## src/rtl/mem_access_ctrl.sv

```systemverilog
// rtl/mem_access_ctrl.sv - load/store front end with read-modify-write for a 64-bit doubleword RAM
module mem_access_ctrl #(
  parameter int MEMORY_WORDS = 8064
) (
  input  logic        clock,
  input  logic        reset_n,
  input  logic        req_valid,
  output logic        req_ready,
  input  logic        req_write,
  input  logic [1:0]  req_size,
  input  logic        req_signed,
  input  logic [15:0] req_addr,
  input  logic [63:0] req_wdata,
  output logic        resp_valid,
  output logic [63:0] resp_rdata,
  output logic        resp_error,
  output logic [12:0] ram_address,
  output logic        ram_write,
  output logic [63:0] ram_in,
  input  logic [63:0] ram_out
);

  typedef enum logic [2:0] {IDLE, RD_ISSUE, RD_DATA, WRITE, RESP} state_t;

  localparam logic [13:0] WORD_LIMIT = 14'(MEMORY_WORDS);

  state_t      state;
  logic        op_write;
  logic [1:0]  op_size;
  logic        op_signed;
  logic [2:0]  op_offset;
  logic [63:0] op_wdata;

  logic        misaligned;
  logic        out_of_range;
  logic [5:0]  lane_shift;
  logic [63:0] lane;
  logic [63:0] load_val;
  logic [63:0] merged_val;

  function automatic logic [63:0] size_mask(input logic [1:0] size);
    case (size)
      2'd0:    return 64'h0000_0000_0000_00FF;
      2'd1:    return 64'h0000_0000_0000_FFFF;
      2'd2:    return 64'h0000_0000_FFFF_FFFF;
      default: return 64'hFFFF_FFFF_FFFF_FFFF;
    endcase
  endfunction

  always_comb begin
    misaligned = 1'b0;
    case (req_size)
      2'd1:    misaligned = req_addr[0];
      2'd2:    misaligned = |req_addr[1:0];
      2'd3:    misaligned = |req_addr[2:0];
      default: misaligned = 1'b0;
    endcase
  end

  assign out_of_range = {1'b0, req_addr[15:3]} >= WORD_LIMIT;
  assign lane_shift   = {op_offset, 3'b000};

  // Lane extraction and merge both work on ram_out, which is only meaningful in RD_DATA.
  always_comb begin
    lane     = (ram_out >> lane_shift) & size_mask(op_size);
    load_val = lane;
    if (op_signed) begin
      case (op_size)
        2'd0:    if (lane[7])  load_val = lane | 64'hFFFF_FFFF_FFFF_FF00;
        2'd1:    if (lane[15]) load_val = lane | 64'hFFFF_FFFF_FFFF_0000;
        2'd2:    if (lane[31]) load_val = lane | 64'hFFFF_FFFF_0000_0000;
        default: load_val = lane;
      endcase
    end
    merged_val = (ram_out & ~(size_mask(op_size) << lane_shift))
               | ((op_wdata & size_mask(op_size)) << lane_shift);
  end

  // ram_write and resp_valid are flops set on entry to WRITE/RESP, so they cannot glitch.
  always_ff @(posedge clock or negedge reset_n) begin
    if (!reset_n) begin
      state       <= IDLE;
      req_ready   <= 1'b1;
      resp_valid  <= 1'b0;
      resp_rdata  <= 64'd0;
      resp_error  <= 1'b0;
      ram_address <= 13'd0;
      ram_write   <= 1'b0;
      ram_in      <= 64'd0;
      op_write    <= 1'b0;
      op_size     <= 2'd0;
      op_signed   <= 1'b0;
      op_offset   <= 3'd0;
      op_wdata    <= 64'd0;
    end else begin
      ram_write  <= 1'b0;
      resp_valid <= 1'b0;
      case (state)
        IDLE: begin
          if (req_valid) begin
            op_write  <= req_write;
            op_size   <= req_size;
            op_signed <= req_signed;
            op_offset <= req_addr[2:0];
            op_wdata  <= req_wdata;
            req_ready <= 1'b0;
            if (misaligned || out_of_range) begin
              state      <= RESP;
              resp_valid <= 1'b1;
              resp_error <= 1'b1;
              resp_rdata <= 64'd0;
            end else if (req_write && req_size == 2'd3) begin
              state       <= WRITE;
              ram_address <= req_addr[15:3];
              ram_in      <= req_wdata;
              ram_write   <= 1'b1;
            end else begin
              state       <= RD_ISSUE;
              ram_address <= req_addr[15:3];
            end
          end
        end
        RD_ISSUE: state <= RD_DATA;
        RD_DATA: begin
          if (op_write) begin
            state     <= WRITE;
            ram_in    <= merged_val;
            ram_write <= 1'b1;
          end else begin
            state      <= RESP;
            resp_valid <= 1'b1;
            resp_error <= 1'b0;
            resp_rdata <= load_val;
          end
        end
        WRITE: begin
          state      <= RESP;
          resp_valid <= 1'b1;
          resp_error <= 1'b0;
          resp_rdata <= 64'd0;
        end
        RESP: begin
          state     <= IDLE;
          req_ready <= 1'b1;
        end
        default: begin
          state     <= IDLE;
          req_ready <= 1'b1;
        end
      endcase
    end
  end

endmodule

```

## config.mk

```make
export PLATFORM = sky130hd
export DESIGN_NAME = mem_access_ctrl
export DESIGN_NICKNAME = d
export VERILOG_FILES = /design/src/rtl/mem_access_ctrl.sv
export SDC_FILE = /design/constraint.sdc
export NUM_CORES = 1
export LEC_CHECK = 0
export ABC_AREA = 1
export CAP_MARGIN = 20
export CORE_MARGIN = 2
export CORE_UTILIZATION = 47
export CTS_CLUSTER_DIAMETER = 120
export DETAILED_ROUTE_END_ITERATION = 8
export PLACE_DENSITY = 0.75
export SYNTH_ARGS = -nofsm -noshare
export SYNTH_HDL_FRONTEND = slang
export SYNTH_SLANG_ARGS = --single-unit
```

## constraint.sdc

```tcl
create_clock -name clock -period 3.44 [get_ports clock]
set_input_delay 0.344 -clock clock [delete_from_list [all_inputs] [get_ports clock]]
set_output_delay 0.344 -clock clock [all_outputs]
set_load 0.01 [all_outputs]
```

==> results.yml <==
clock_network:
  clk_pin_slew_ps: 70
  clk_latency_ps: 560
  ctsResizeCount: 0
  cts_root_buffer: "clkbuf_16"
  cts_htree_levels: 1
  clkSinkCount: 219
  cts_tree: "built"
  clockBufferDepth: 3
  cts_buffers: 25
layout:
  n_antenna_cell: 0
  nNetsFinal: 2302
  fin_area_um2: 17200
  final_cell_count_no_fill: 2548
  final_cell_mix: "nand2_1 (834), clkdlybuf4s50_1 (294), dfrtp_1 (217)"
  postLayoutCoreUtil_pct: 62.3
  syn_to_final_growth_pct: 31.4
  drive_gt1_share_pct: 6.08
  layout_commonest_cell: "nand2_1"
grt:
  grt_pass1_wl_um: 89000
  grt_overflow: 0
  grt_pass1_vias: 14200
  grt_max_degree: 98
  grt_usage_pct: 41.6
  antenna_found_initial: 3
critical_path:
  critPathSlowestCell: "dfrtp_4"
  path_class: "register to register"
  worst-path-buf-inv: 2
  end_kind: "register"
  cp_cell_sequence: "inv_4 -> buf_4 -> nor2_1 -> a31oi_1 -> nand2_1 -> a21oi_1 -> nand3_1 -> nand2_1 -> nand2_1"
  required_ps: 3880
  worstSetupStartpointType: "register"
  cpPeakStageDelay_ps: 660
  cp_top_family: "buffers and inverters"
  cpMostUsedCell: "nand2_1"
  critical_path.max_fanout: 38
  arrival_ps: 3170
power:
  powerDensity_nw_per_um2: 957
  ir_worst_vdd_mv: 0.534
  total_power_mw: 16.4
  p_leak_nw: 8.46
logic_synthesis:
  async_flop_share_pct: 100
  synth-edff-count: 0
  netlist_area_um2: 13100
  syn-num-nets: 2062
  yosysWarningCount: 0
  avgSynthCellArea_um2: 6.84
  synth_flop_cell: "dfrtp_1"
  ys_seq_area_share_pct: 41.9
  syn_inst: 1911
  ys_ff_latch: 219
  ys_types: 45
status:
  status: "finished, final reports clean"
route:
  firstDrtPassIters: 6
  detail_route.wl_per_cell_um: 23.9
  viasPerCell: 5.83
  drtAntennaViolNets: 0
  drt-total-wl_um: 60800
  vias: 14900
  drc: 0
  initialDrtViolationCount: 1718
sta:
  fin_crit_sh_pct: 79.3
  period_needed_ps: 2730
  setup_viol: 0
  relSlewSlack_pct: 36.6
  drv_slew: 0
  rsz0062_at_grt: "false"
  fmax_mhz: 366
  timing.setup.tns_ps: 0
  finalClockSkew_ps: 16.0
  tightest_slew_ps: 946
  finalHoldViolCount: 0
floorplanning:
  die_y_um: 171
  core_area_um2: 27600
  rows: 61
  io_pins: 296
  die_width_um: 171
  die_area_um2: 29200
  initial_core_util_pct: 47.4
placed_design:
  port_buffers: 295
  dpl_cell_area_um2: 16300
  place.gp.congestion: 1.04
  dp.cells: 2501
  dp_hpwl_um: 45300
min_path:
  worstHoldPathType: "input port to register"
job:
  cap_violations: 0
-- synth_stat cells, types with 8 or more instances --
cell | n | area share (%)
nand2_1 | 836 | 24
dfrtp_1 | 218 | 42
o21ai_0 | 187 | 7.2
a21oi_1 | 109 | 4.2
inv_1 | 105 | 3.0
nand3_1 | 103 | 3.9
nor2_1 | 52 | 1.5
clkbuf_1 | 50 | 1.4
buf_2 | 45 | 1.7
o21ai_1 | 26 | 1.0
o211ai_1 | 23 | 1.3
nand4_1 | 16 | 0.77
o22ai_1 | 16 | 0.77
buf_1 | 13 | 0.37
nand3_2 | 11 | 0.84
buf_6 | 9 | 0.78
buf_4 | 8 | 0.46
-- routing by layer --
metal	vias up	part of all wire, %	GRT usage, %
met5	-	0.038	0
met4	4	8.2	29.2
met3	233	9.9	8.58
met2	957	44	63.4
met1	6986	38	52.8
li1	6686	-	-
-- area by class of cell --
type / instances / area [µm²]
timing repair buffer: 339 / 3350
sequential: 219 / 5490
tap: 378 / 473
clock buffer: 26 / 639
multi-input combinational: 1455 / 6550
clock inverter: 20 / 256
inverter: 111 / 419
fill: 2530 / 10400
-- flip-flops by register name, summed over array words and instances (netlist names), 2 cells and up --
| register | flops |
|---|---|
| op_offset | 3 |
| op_size | 2 |
| op_wdata | 64 |
| ram_address | 13 |
| ram_in | 64 |
| resp_rdata | 64 |
| state | 3 |
-- worst register-to-register path, cell delays in order, from the launching register on --
cell and delay, ps:
dfrtp_4 660, inv_4 440, buf_4 410, nor2_1 100, a31oi_1 490, nand2_1 110
a21oi_1 180, nand3_1 90, nand2_1 100, nand2_1 60
-- report_power, final --
| group | internal (mW) | switching (mW) | leakage, nW |
|---|---|---|---|
| sequential | 3.73 | 0.923 | 2.78 |
| combinational | 3.18 | 5.68 | 5.24 |
| clock | 1.69 | 1.23 | 0.438 |
| total | 8.60 | 7.84 | 8.46 |
-- worst paths after layout --
check                          startpoint             end  slack, ps  cells after the start
max                          op_offset[0]      ram_in[50]        710                      9
min                           req_addr[3]  ram_address[0]        350                      3
max reg2reg                  op_offset[0]      ram_in[50]        710                      9
min reg2reg                ram_address[4]  ram_address[4]        470                      2
max in group asynchronous         reset_n    op_wdata[23]       2140                      3
min in group asynchronous         reset_n  resp_rdata[17]        440                      2
-- per-stage QoR --
step	hold WS [ps]	setup slack [ps]
after floorplan	48.4	1770
after global placement	440	719
after detailed placement	443	636
after CTS	339	832
after global routing	349	595
final	348	711
-- cells by family (layout without fill, tap and decap cells) --
group                  after synthesis  count (layout)  synth area share (%)
buffers and inverters              237             496                  8.09
DFF                                219             219                  41.9
AOI/OAI and AO/OA                  400             400                  16.7
and+or+nand+nor                   1051            1051                  32.9
muxes                                4               4                 0.306
-- timing repair --
item,in CTS,in global routing
setup buffers,0,0
hold buffers,1,0
hold endpoints to repair,94,0
(Power assumes the default switching activity.)
